$ cat src/rtl/force_readout_sequencer_pkg.sv
// Shared constants and types for the per-cell force readout sequencer.
// Latency: n/a (declarations only).
// Backpressure: n/a.
package force_readout_sequencer_pkg;

    // Default molecular-dynamics datapath dimensions.
    localparam int MD_PARTICLE_ID_WIDTH  = 8;
    localparam int MD_FLOAT_STRUCT_WIDTH = 32;
    localparam int MD_NUM_PES_PER_CELL   = 2;

    // One readout word: neighbour force on top of all home-lane forces.
    localparam int FRC_READOUT_WIDTH = MD_FLOAT_STRUCT_WIDTH * (MD_NUM_PES_PER_CELL + 1);

    typedef enum logic [1:0] {
        ST_IDLE  = 2'd0,
        ST_DRAIN = 2'd1,
        ST_ISSUE = 2'd2,
        ST_FLUSH = 2'd3
    } rd_state_e;

endpackage

$ cat src/rtl/frc_readout_fifo.sv
// Synchronous first-word-fall-through FIFO with occupancy count.
// Latency: pop_vld rises the cycle after a push into an empty FIFO.
// Backpressure: push ignored when full unless a pop happens in the same cycle.
//
// Ports: push/push_dat write side, pop/pop_dat/pop_vld read side (pop_dat is
// the head entry, zero while empty), full and count report occupancy.
module frc_readout_fifo #(
    parameter int WIDTH = 8,
    parameter int DEPTH = 8
) (
    input  logic                     clk,
    input  logic                     rst_n,
    input  logic                     push,
    input  logic [WIDTH-1:0]         push_dat,
    input  logic                     pop,
    output logic [WIDTH-1:0]         pop_dat,
    output logic                     pop_vld,
    output logic                     full,
    output logic [$clog2(DEPTH):0]   count
);

    localparam int AW = $clog2(DEPTH);
    localparam int CW = AW + 1;

    logic [WIDTH-1:0] mem [DEPTH];
    logic [AW-1:0]    wr_ptr;
    logic [AW-1:0]    rd_ptr;
    logic             do_pop;
    logic             do_push;

    assign pop_vld = (count != '0);
    assign full    = (count == CW'(DEPTH));
    assign do_pop  = pop && pop_vld;
    // When full, a simultaneous pop frees the slot being overwritten; the head
    // has already been consumed combinationally this cycle.
    assign do_push = push && (!full || do_pop);
    assign pop_dat = pop_vld ? mem[rd_ptr] : '0;

    always_ff @(posedge clk) begin
        if (do_push) begin
            mem[wr_ptr] <= push_dat;
        end
    end

    always_ff @(posedge clk or negedge rst_n) begin
        if (!rst_n) begin
            wr_ptr <= '0;
            rd_ptr <= '0;
            count  <= '0;
        end else begin
            if (do_push) begin
                wr_ptr <= wr_ptr + AW'(1);
            end
            if (do_pop) begin
                rd_ptr <= rd_ptr + AW'(1);
            end
            case ({do_push, do_pop})
                2'b10:   count <= count + CW'(1);
                2'b01:   count <= count - CW'(1);
                default: count <= count;
            endcase
        end
    end

endmodule

$ cat src/rtl/force_readout_sequencer.sv
// Drains the force cache after force evaluation, reads particles 0..N-1 and streams {nb, home} forces to MU.
// Latency: first read DRAIN_QUIET_CYCLES+2 after start; data reaches MU one cycle after the cache returns it.
// Backpressure: reads are credit-limited so returned data never exceeds the FIFO; MU stalls via i_frc_out_ready.
//
// Ports: i_start/i_num_particles launch a run; i_*_buf_empty gate the drain;
// o_MU_rd_* read the cache; i_home_frc/i_nb_frc/i_frc_valid carry returns;
// o_frc_* / i_frc_out_ready form the MU handshake; o_busy/o_done/o_err status.
module force_readout_sequencer
    import force_readout_sequencer_pkg::*;
#(
    parameter int PARTICLE_ID_WIDTH  = MD_PARTICLE_ID_WIDTH,
    parameter int FLOAT_STRUCT_WIDTH = MD_FLOAT_STRUCT_WIDTH,
    parameter int NUM_PES_PER_CELL   = MD_NUM_PES_PER_CELL,
    parameter int FIFO_DEPTH         = 8,
    parameter int DRAIN_QUIET_CYCLES = 4
) (
    input  logic                                              clk,
    input  logic                                              rst_n,
    input  logic                                              i_start,
    input  logic [PARTICLE_ID_WIDTH:0]                        i_num_particles,
    input  logic                                              i_home_buf_empty,
    input  logic                                              i_nb_buf_empty,
    output logic [PARTICLE_ID_WIDTH-1:0]                      o_MU_rd_addr,
    output logic                                              o_MU_rd_en,
    input  logic [FLOAT_STRUCT_WIDTH*NUM_PES_PER_CELL-1:0]    i_home_frc,
    input  logic [FLOAT_STRUCT_WIDTH-1:0]                     i_nb_frc,
    input  logic                                              i_frc_valid,
    output logic [FLOAT_STRUCT_WIDTH*(NUM_PES_PER_CELL+1)-1:0] o_frc_data,
    output logic [PARTICLE_ID_WIDTH-1:0]                      o_frc_parid,
    output logic                                              o_frc_out_valid,
    input  logic                                              i_frc_out_ready,
    output logic                                              o_busy,
    output logic                                              o_done,
    output logic                                              o_err
);

    localparam int DW = FLOAT_STRUCT_WIDTH * (NUM_PES_PER_CELL + 1);
    localparam int CW = $clog2(FIFO_DEPTH) + 1;
    localparam int QW = $clog2(DRAIN_QUIET_CYCLES + 1);
    localparam int NW = PARTICLE_ID_WIDTH + 1;
    localparam logic [NW-1:0] N_MAX = NW'(1) << PARTICLE_ID_WIDTH;

    rd_state_e state_q, state_d;

    logic [NW-1:0] num_q, issue_cnt_q, pop_cnt_q;
    logic [QW-1:0] quiet_q;
    logic [CW-1:0] outst_q, fifo_count;
    logic [CW:0]   credit_sum;
    logic          both_empty, quiet_term, credit_ok, last_issue;
    logic          start_acc, issue_fire, finish;
    logic          ret_ok, push, pop, fifo_full, overflow;
    logic          rd_en_q, done_q, err_q;
    logic [PARTICLE_ID_WIDTH-1:0] rd_addr_q;

    assign both_empty = i_home_buf_empty && i_nb_buf_empty;
    // Terminal is detected on the edge that completes the quiet run, so the
    // state leaves DRAIN exactly as the counter would hit its limit.
    assign quiet_term = both_empty && (quiet_q == QW'(DRAIN_QUIET_CYCLES - 1));
    assign credit_sum = {1'b0, outst_q} + {1'b0, fifo_count};
    assign credit_ok  = credit_sum < (CW+1)'(FIFO_DEPTH);
    assign last_issue = (issue_cnt_q == num_q - NW'(1));

    // Returns with nothing in flight are spurious and dropped.
    assign ret_ok   = i_frc_valid && (outst_q != '0);
    assign pop      = o_frc_out_valid && i_frc_out_ready;
    assign push     = ret_ok && (!fifo_full || pop);
    assign overflow = ret_ok && fifo_full && !pop;

    // ---------------- state register ----------------
    always_ff @(posedge clk or negedge rst_n) begin
        if (!rst_n) begin
            state_q <= ST_IDLE;
        end else begin
            state_q <= state_d;
        end
    end

    // ---------------- next state ----------------
    always_comb begin
        state_d = state_q;
        case (state_q)
            ST_IDLE:  if (i_start) state_d = ST_DRAIN;
            ST_DRAIN: if (quiet_term) state_d = (num_q == '0) ? ST_IDLE : ST_ISSUE;
            ST_ISSUE: if (credit_ok && last_issue) state_d = ST_FLUSH;
            ST_FLUSH: if (pop_cnt_q == num_q) state_d = ST_IDLE;
            default:  state_d = ST_IDLE;
        endcase
    end

    // ---------------- state-decoded controls ----------------
    always_comb begin
        start_acc  = 1'b0;
        issue_fire = 1'b0;
        finish     = 1'b0;
        o_busy     = (state_q != ST_IDLE);
        case (state_q)
            ST_IDLE:  start_acc  = i_start;
            ST_DRAIN: finish     = quiet_term && (num_q == '0);
            ST_ISSUE: issue_fire = credit_ok;
            ST_FLUSH: finish     = (pop_cnt_q == num_q);
            default:  ;
        endcase
    end

    // ---------------- counters and registered outputs ----------------
    always_ff @(posedge clk or negedge rst_n) begin
        if (!rst_n) begin
            num_q       <= '0;
            quiet_q     <= '0;
            issue_cnt_q <= '0;
            pop_cnt_q   <= '0;
            outst_q     <= '0;
            rd_en_q     <= 1'b0;
            rd_addr_q   <= '0;
            done_q      <= 1'b0;
            err_q       <= 1'b0;
        end else begin
            if (start_acc) begin
                num_q       <= (i_num_particles > N_MAX) ? N_MAX : i_num_particles;
                issue_cnt_q <= '0;
                pop_cnt_q   <= '0;
            end else begin
                if (issue_fire) issue_cnt_q <= issue_cnt_q + NW'(1);
                if (pop)        pop_cnt_q   <= pop_cnt_q + NW'(1);
            end

            if (state_q == ST_DRAIN && both_empty) quiet_q <= quiet_q + QW'(1);
            else                                   quiet_q <= '0;

            // Counted at the issue decision so the next cycle's credit check
            // already sees the read that is about to go out.
            case ({issue_fire, ret_ok})
                2'b10:   outst_q <= outst_q + CW'(1);
                2'b01:   outst_q <= outst_q - CW'(1);
                default: outst_q <= outst_q;
            endcase

            rd_en_q <= issue_fire;
            if (issue_fire) rd_addr_q <= issue_cnt_q[PARTICLE_ID_WIDTH-1:0];

            done_q <= finish;
            err_q  <= err_q || (i_frc_valid && outst_q == '0) || overflow;
        end
    end

    frc_readout_fifo #(
        .WIDTH (DW),
        .DEPTH (FIFO_DEPTH)
    ) u_fifo (
        .clk      (clk),
        .rst_n    (rst_n),
        .push     (push),
        .push_dat ({i_nb_frc, i_home_frc}),
        .pop      (pop),
        .pop_dat  (o_frc_data),
        .pop_vld  (o_frc_out_valid),
        .full     (fifo_full),
        .count    (fifo_count)
    );

    assign o_MU_rd_en   = rd_en_q;
    assign o_MU_rd_addr = rd_addr_q;
    assign o_frc_parid  = pop_cnt_q[PARTICLE_ID_WIDTH-1:0];
    assign o_done       = done_q;
    assign o_err        = err_q;

endmodule
$ cat config.mk
export PLATFORM = sky130hd
export DESIGN_NAME = force_readout_sequencer
export DESIGN_NICKNAME = d
export VERILOG_FILES = /design/src/rtl/force_readout_sequencer_pkg.sv /design/src/rtl/frc_readout_fifo.sv /design/src/rtl/force_readout_sequencer.sv
export SDC_FILE = /design/constraint.sdc
export NUM_CORES = 1
export LEC_CHECK = 0
export BUFFER_PORTS_ARGS = -buffer_cell sky130_fd_sc_hd__buf_2
export CAP_MARGIN = 10
export CORE_UTILIZATION = 25
export CTS_CLUSTER_SIZE = 25
export DETAILED_ROUTE_END_ITERATION = 16
export PLACE_DENSITY_LB_ADDON = 0.3
export SYNTH_ARGS = -nofsm -noshare
export SYNTH_HDL_FRONTEND = slang
export SYNTH_SLANG_ARGS = --single-unit
$ cat constraint.sdc
create_clock -name clk -period 8.8 [get_ports clk]
set_clock_uncertainty 0.2 [all_clocks]
set_input_delay 0.44 -clock clk [delete_from_list [all_inputs] [get_ports clk]]
set_output_delay 0.44 -clock clk [all_outputs]
set_load 0.02 [all_outputs]
## Word-level counts from Yosys, hierarchy flattened

Memories as Yosys holds them, arrays and structs flattened.
Cells that the tools add are included.

- Reduce and logical (&&, ||, !) cells: 30
- Equal/unequal tests: 15
- Magnitude comparators: 2
- Add/sub/neg operators: 11
- Muxes and demuxes: 20

Operators with widths:

| cell | count |
|---|---|
| $mux 96 | 1 |
| $mux 9 | 5 |
| $add 9x1->9 const B | 2 |
| $eq 9x9->1 | 2 |
| $pmux 4 s2 | 2 |
| $logic_and 1x1->1 | 13 |
| $mux 2 | 5 |
| $reduce_bool 2->1 | 5 |
| $add 3x1->3 const B | 3 |
| $gt 9x9->1 const B | 1 |
| $logic_not 9->1 | 1 |
| $sub 9x1->9 const B | 1 |
| $add 4x1->4 const B | 2 |
| $eq 2x2->1 const B | 4 |
| $ne 2x2->1 const B | 4 |
| $pmux 2 s4 | 1 |
| $reduce_bool 4->1 | 2 |
| $sub 4x1->4 const B | 2 |
| $eq 2x1->1 const B | 3 |
| $add 4x4->5 | 1 |
| $lt 5x4->1 const B | 1 |
| $eq 4x4->1 const B | 1 |
| $logic_not 4->1 | 1 |
| $logic_or 1x1->1 | 4 |
| other kinds (7) | 11 |

- Output and inout port bits: 117
- Memories kept: 1
- Word-level logic and storage cells: 92
- Bits in registers: 57
- Bits in writable memories: 768

Memory list:

| memory | depth | bits a word | rd ports | clocked after memory_dff | write ports | line | text |
|---|---|---|---|---|---|---|---|
| u_fifo.mem | 8 | 96 | 1 | 0 | 1 | frc_readout_fifo.sv:25 | `logic [WIDTH-1:0] mem [DEPTH];` |

## Longest topological paths before layout

- Depth in word-level cells: 7
- Depth in mapped cells: 12
- Mapped depth without buffers: 11

## By module

From an unflattened synthesis, not the netlist that was laid out.

- Cell total of the unflattened synthesis: 1567
- Area total of the unflattened synthesis: 32447.4 um^2

Modules (own cells, without submodules):

| module | sequential area each (um^2) | instances | area each (um^2) | cells each |
|---|---|---|---|---|
| frc_readout_fifo | 23312.4 | 1 | 29797.3 | 1283 |
| force_readout_sequencer | 1176.1 | 1 | 2650.0 | 284 |

## Least setup slack after synthesis

No wires, ideal clock.

- Path kind: flip-flop to flip-flop
- From: register u_fifo.count[0]
- To: memory u_fifo.mem[0][0] in the netlist's numbering (enable)
- Required time: 7.932 ns
- Setup time: 0.668 ns
- Cell stages (with the launch flop): 7
- Period minus slack after synthesis: 8.487 ns
- Arrival: 7.619 ns
- Slack: 0.313 ns
- Path through: dfrtp_1 > clkbuf_1 > nor3_1 > a31oi_1 > and2_1 > nand2b_1 > nor3_1

- Word-level cells in the longest chain between the ends: 7
- Elaborated cells on any way between the ends: 11
- Classes of those cells: eq/ne: 1; mux: 2; reduce/logical: 8

RTL lines:

| element | line | text |
|---|---|---|
| start, declared | frc_readout_fifo.sv:19 | `output logic [$clog2(DEPTH):0] count` |
| start signal, assigned | frc_readout_fifo.sv:58 | `2'b10: count <= count + CW'(1);` |
| start signal, assigned | frc_readout_fifo.sv:59 | `2'b01: count <= count - CW'(1);` |
| start signal, assigned | frc_readout_fifo.sv:60 | `default: count <= count;` |
| $eq 4x4->1 / $reduce_bool 4->1 (equally long branches) | frc_readout_fifo.sv:32, frc_readout_fifo.sv:31 |  |
| $logic_not 1->1 / $logic_and 1x1->1 (equally long branches) | frc_readout_fifo.sv:36, force_readout_sequencer.sv:66, force_readout_sequencer.sv:65 |  |
| $logic_or 1x1->1 / $logic_and 1x1->1 (equally long branches) | force_readout_sequencer.sv:66, frc_readout_fifo.sv:33 |  |
| $logic_and 1x1->1 / $logic_or 1x1->1 (equally long branches) | force_readout_sequencer.sv:66, frc_readout_fifo.sv:36 |  |
| $logic_and 1x1->1 (*) | frc_readout_fifo.sv:36 | `assign do_push = push && (!full \|\| do_pop);` |
| $mux 1 (*) | frc_readout_fifo.sv:40 | `if (do_push) begin` |
| $mux 1 (not written as such) (*) | frc_readout_fifo.sv:41 | `mem[wr_ptr] <= push_dat;` |
| end, declared | frc_readout_fifo.sv:25 |  |

Every way passes the cells marked *; elsewhere a longest branch is shown, timed or not.

## Worst setup path in the final report

- From: register u_fifo.rd_ptr[0]
- To: output port o_frc_data[79]

- Word-level cells in the longest chain between the ends: 2

RTL lines:

| element | line | text |
|---|---|---|
| start, declared | frc_readout_fifo.sv:27 | `logic [AW-1:0] rd_ptr;` |
| start signal, assigned | frc_readout_fifo.sv:55 | `rd_ptr <= rd_ptr + AW'(1);` |
| $mem_v2 8x96 | - |  |
| $mux 96 | frc_readout_fifo.sv:37 | `assign pop_dat = pop_vld ? mem[rd_ptr] : '0;` |
| end, declared | force_readout_sequencer.sv:28 | `output logic [FLOAT_STRUCT_WIDTH*(NUM_PES_PER_CELL+1)-1:0] o_frc_data,` |

Every way passes these cells.

==> results by stage <==
Outcome:
- The flow ran to the end, and the final reports show no timing, DRC or antenna violations.

Pwr:
- The internal power of the cells totals 9060 uW.
- The share of power burned in the clock network is 0.284.
- The share of total power dissipated in sequential elements is 0.390.
- For this design the static power due to leakage is 0.0135 uW.
- The ratio of total power to cell area is 346 nW/um^2.
- The relative contribution of combinational cells to total power is 0.326.
- Summed over all nets, the switching power comes to 4670 uW.
- Of the total power, the share spent switching nets is 0.340.
- The worst supply voltage drop on vdd is 0.206 mV.

Critical path:
- On the worst path, the slowest cell contributes a delay of 920 ps.
- The most numerous cell on the critical path is sky130_fd_sc_hd__buf_4.
- Traced cell by cell, the critical path runs through buf_4, buf_4, mux4_2, mux2i_1, nor2_1, buf_2.
- In this design, the largest share of critical-path delay is due to buffers and inverters.
- Together, buffers and inverters on the worst path number 3.
- The critical path launch point type is a flop.
- The setup path with the least slack is of type reg2out.
- The worst endpoint required time is 8160 ps.
- The worst setup path is captured at an output pin.
- The largest individual stage delay along the critical path comes from the cell sky130_fd_sc_hd__buf_4.
- The worst-case register-to-register setup slack is 5200 ps.
- In this run the worst path has a maximum fanout of 48.
- For the worst setup path, the data arrival time is 4140 ps.

Die:
- After floorplanning, the core was sized to cover 128000 sq um.
- The height of the chip is 361 microns.
- The number of I/O pins is 229.
- Measured along the x axis, the die boundary spans 361 microns.
- The die footprint is 130000 sq um.
- Row generation in the floorplan step produced 131 rows.
- The starting utilization of the core area is 0.252.

Final layout:
- In the final layout, the share of cells above drive strength 1 is 0.300.
- The net count of the finished layout is 2076.
- Fill cells in the final layout number 12.4k.
- The non-filler instance count after layout is 3692.
- The synthesis-to-finish area growth is 23.1%.

Routing:
- In the routed layout, each cell is associated on average with a via count of 4.35.
- The remaining antenna violation count after routing is 0.
- The count of unresolved DRC violations after routing is 0.
- The DRC marker count from the first detailed-route iteration is 948.
- Wires add up to 78000 microns.
- The total vias in the final route is 16.1k.
- For this run, the detailed router's first-pass iteration total came to 5.
- The detail-routed net length per standard cell is 21.1 microns.

Global routing:
- The total global routing overflow is 0.
- The number of antenna violations at the first check in global routing is 10.
- The first global-routing pass estimated 116000 microns of wire.
- The via count of the first global-routing pass is 17.5k.
- In the global route stage, overall resource usage came out at 0.120.
- Entering global routing, the biggest net connects 97 pins.

Synth:
- The number of instances in the synthesized netlist is 1565.
- Summing every instance area after synthesis gives 32300 sq um.
- The share of synthesized area in the top cell type comes to 0.715.
- The cell taking the most area after synthesis is sky130_fd_sc_hd__edfxtp_1.
- Averaged over all synthesized cells, the footprint is 20.6 sq um.
- Yosys attributes the largest share of cell area to sky130_fd_sc_hd__edfxtp_1, sky130_fd_sc_hd__mux4_2, sky130_fd_sc_hd__dfrtp_1.
- The most frequent cell after synthesis is sky130_fd_sc_hd__edfxtp_1.
- The total nets after synthesis is 1696.
- The synthesized-area fraction occupied by and/or/nand/nor cells is 0.0334.
- Of the total synthesized cell area, the portion taken by full adders, half adders and majority gates is 0.00784.
- After synthesis, the share of cell area in mux cells is 0.165.
- The proportion of register bits with asynchronous set or reset after synthesis is 0.0691.
- The synthesized design contains 825 register bits.
- By area, the combinational part of the netlist is dominated by multiplexers.
- During synthesis, Yosys emitted a total of 0 warnings.
- The synthesized-area fraction occupied by ao, oa, aoi and oai cells is 0.00659.
- The number of flops mapped to enable cells by yosys is 768.
- The sequential-to-total area share from yosys stat is 0.759.
- By count the netlist is led by sky130_fd_sc_hd__edfxtp_1, sky130_fd_sc_hd__mux4_2, sky130_fd_sc_hd__nor2_1.
- For this run, the leading register cell type out of synthesis is sky130_fd_sc_hd__edfxtp_1.
- The number of different library cells used by synthesis comes to 50.
- The xor/xnor cell area share of the yosys netlist is 0.0122.

Place:
- The quantity of I/O buffers inserted on ports is 228.
- Routability-driven placement finished with a final weighted congestion of 0.736.
- The half-perimeter wire length after placement is 41200 microns.
- The placed instance count is 3389.

Timing:
- The number of hold violations in the final report is 0.
- After routing, the total negative slack on setup checks comes to 0 ps.
- The worst path in the final design needs a cycle of 4780 ps, including I/O delays and setup.
- The number of pins exceeding their max-slew limit in the final report was 0.
- Setup repair after global routing left no endpoint under its margin.
- The relative slew slack is 0.267.
- The fraction of the cycle the final worst path needs is 0.543.
- The slew at the pin with the worst max-slew slack is 1100 ps.
- Based on the critical path, the design can be clocked at up to 0.209 GHz.
- The number of failing setup endpoints in the final timing report is 0.

Clock tree:
- The CTS tree is built.
- The TritonCTS buffer count is 94.
- The number of levels the H-tree was split into is 3.
- The maximum buffer depth of the clock tree is 3.
- The clock slew seen by the registers of the worst setup and hold paths is 60 ps.
- The number of clock sinks seen by CTS is 825.
- The tree is rooted in a sky130_fd_sc_hd__clkbuf_16.
- The later pin in the worst-skew pair is clocked with a latency of 690 ps.

Flow run:
- Across the run, the number of max-cap violations was 0.

Worst hold path:
- The worst hold path class is in2reg.
==> final cells by class <==
type | count | area (sq um) | share of cell area
flip-flops and latches | 825 | 24500 | 0.617
multi-input cells | 631 | 7320 | 0.184
repair buffers | 373 | 2600 | 0.0654
clock buffers | 103 | 2430 | 0.0612
well taps | 1662 | 2080 | 0.0524
clock inverters | 75 | 693 | 0.0175
inverters | 20 | 75.1 | 0.00189
diodes | 3 | 7.51 | 0.000189
==> power by group through the flow <==
stage	registers, uW	clock network, uW	logic, uW
after floorplan	5290	0	3180
after CTS	5360	4020	4630
final	5350	3900	4480
after global routing	5420	4150	4900
after global placement	5410	0	4540
after detailed placement	5440	0	4550
==> placed cells by master (no fill, tap or decap), drive strengths merged, types with 17 or more instances in the layout <==
cell type / n
edfxtp: 768
buf: 251
mux4: 192
nor2: 127
dlygate4sd3: 122
clkbuf: 103
mux2i: 99
dfrtp: 57
clkinv: 57
nand2: 56
inv: 24
xor2: 23
xnor2: 22
ha: 17
==> flip-flops by register name, indices dropped and copies added, names as in the netlist, named ones only <==
signal	cells
u_fifo.mem	768
outst_q	4
u_fifo.wr_ptr	3
u_fifo.count	4
o_MU_rd_en	1
pop_cnt_q	9
quiet_q	3
state_q	1
num_q	9
issue_cnt_q	9
o_err	1
o_done	1
o_MU_rd_addr	8
u_fifo.rd_ptr	3
==> path summary, 6_finish.rpt <==
kind | from | to | depth (start not counted)
worst min register to register | quiet_q[0]$_DFF_PN0_ | quiet_q[0]$_DFF_PN0_ | 1
worst max register to register | u_fifo.count[0]$_DFFE_PN0P_ | u_fifo.mem[3][29]$_DFFE_PP_ | 6
min in group asynchronous | rst_n | num_q[5]$_DFFE_PN0P_ | 3
max in group asynchronous | rst_n | u_fifo.rd_ptr[2]$_DFFE_PN0P_ | 3
worst max-delay path | u_fifo.rd_ptr[0]$_DFFE_PN0P_ | o_frc_data[79] | 6
worst min-delay path | i_home_buf_empty | o_done$_DFF_PN0_ | 4
==> worst reg2reg max path, delay by kind of cell, from the launching register on <==
| kind | cells | cell delay [ps] |
|---|---|---|
| buffers and inverters | 1 | 880 |
| flip-flops | 1 | 480 |
| AO/OA/AOI/OAI | 1 | 230 |
| AND/OR/NAND/NOR | 4 | 1420 |
==> per-stage QoR <==
stage	hold WS (ps)	cell area, sq um	setup slack, ps	total power [uW]	utilization
after floorplan	-55.6	32300	313	8470	-
after global placement	218	35400	4440	9940	0.277
after detailed placement	233	35400	4470	10000	0.277
after CTS	18.1	39700	3710	14000	0.311
final	107	39700	4020	13700	0.311
after global routing	79.9	39700	3550	14500	0.311
==> routing by layer <==
| metal | up-vias | part of all wire | global-route usage |
|---|---|---|---|
| met2 | 335 | 0.48 | 0.197 |
| met5 | - | 0.00068 | 0 |
| met4 | 10 | 0.020 | 0.0330 |
| li1 | 7066 | - | - |
| met1 | 8538 | 0.45 | 0.156 |
| met3 | 126 | 0.057 | 0.0330 |
==> cell families (layout without fill, tap and decap cells) <==
family	Yosys count	count (layout)
flip-flops	825	825
multiplexers	292	292
AND/OR/NAND/NOR	242	242
buffers and inverters	109	571
XOR/XNOR	45	45
AO/OA/AOI/OAI	33	33
adder cells (fa/ha/maj)	19	19
other	0	3
==> repair_timing <==
action                                 in CTS  in global routing
buffers inserted                            0                  0
gates resized for setup                     0                  0
hold buffers                              122                  0
endpoints found under the hold margin     838                  0
(Power assumes the default switching activity.)
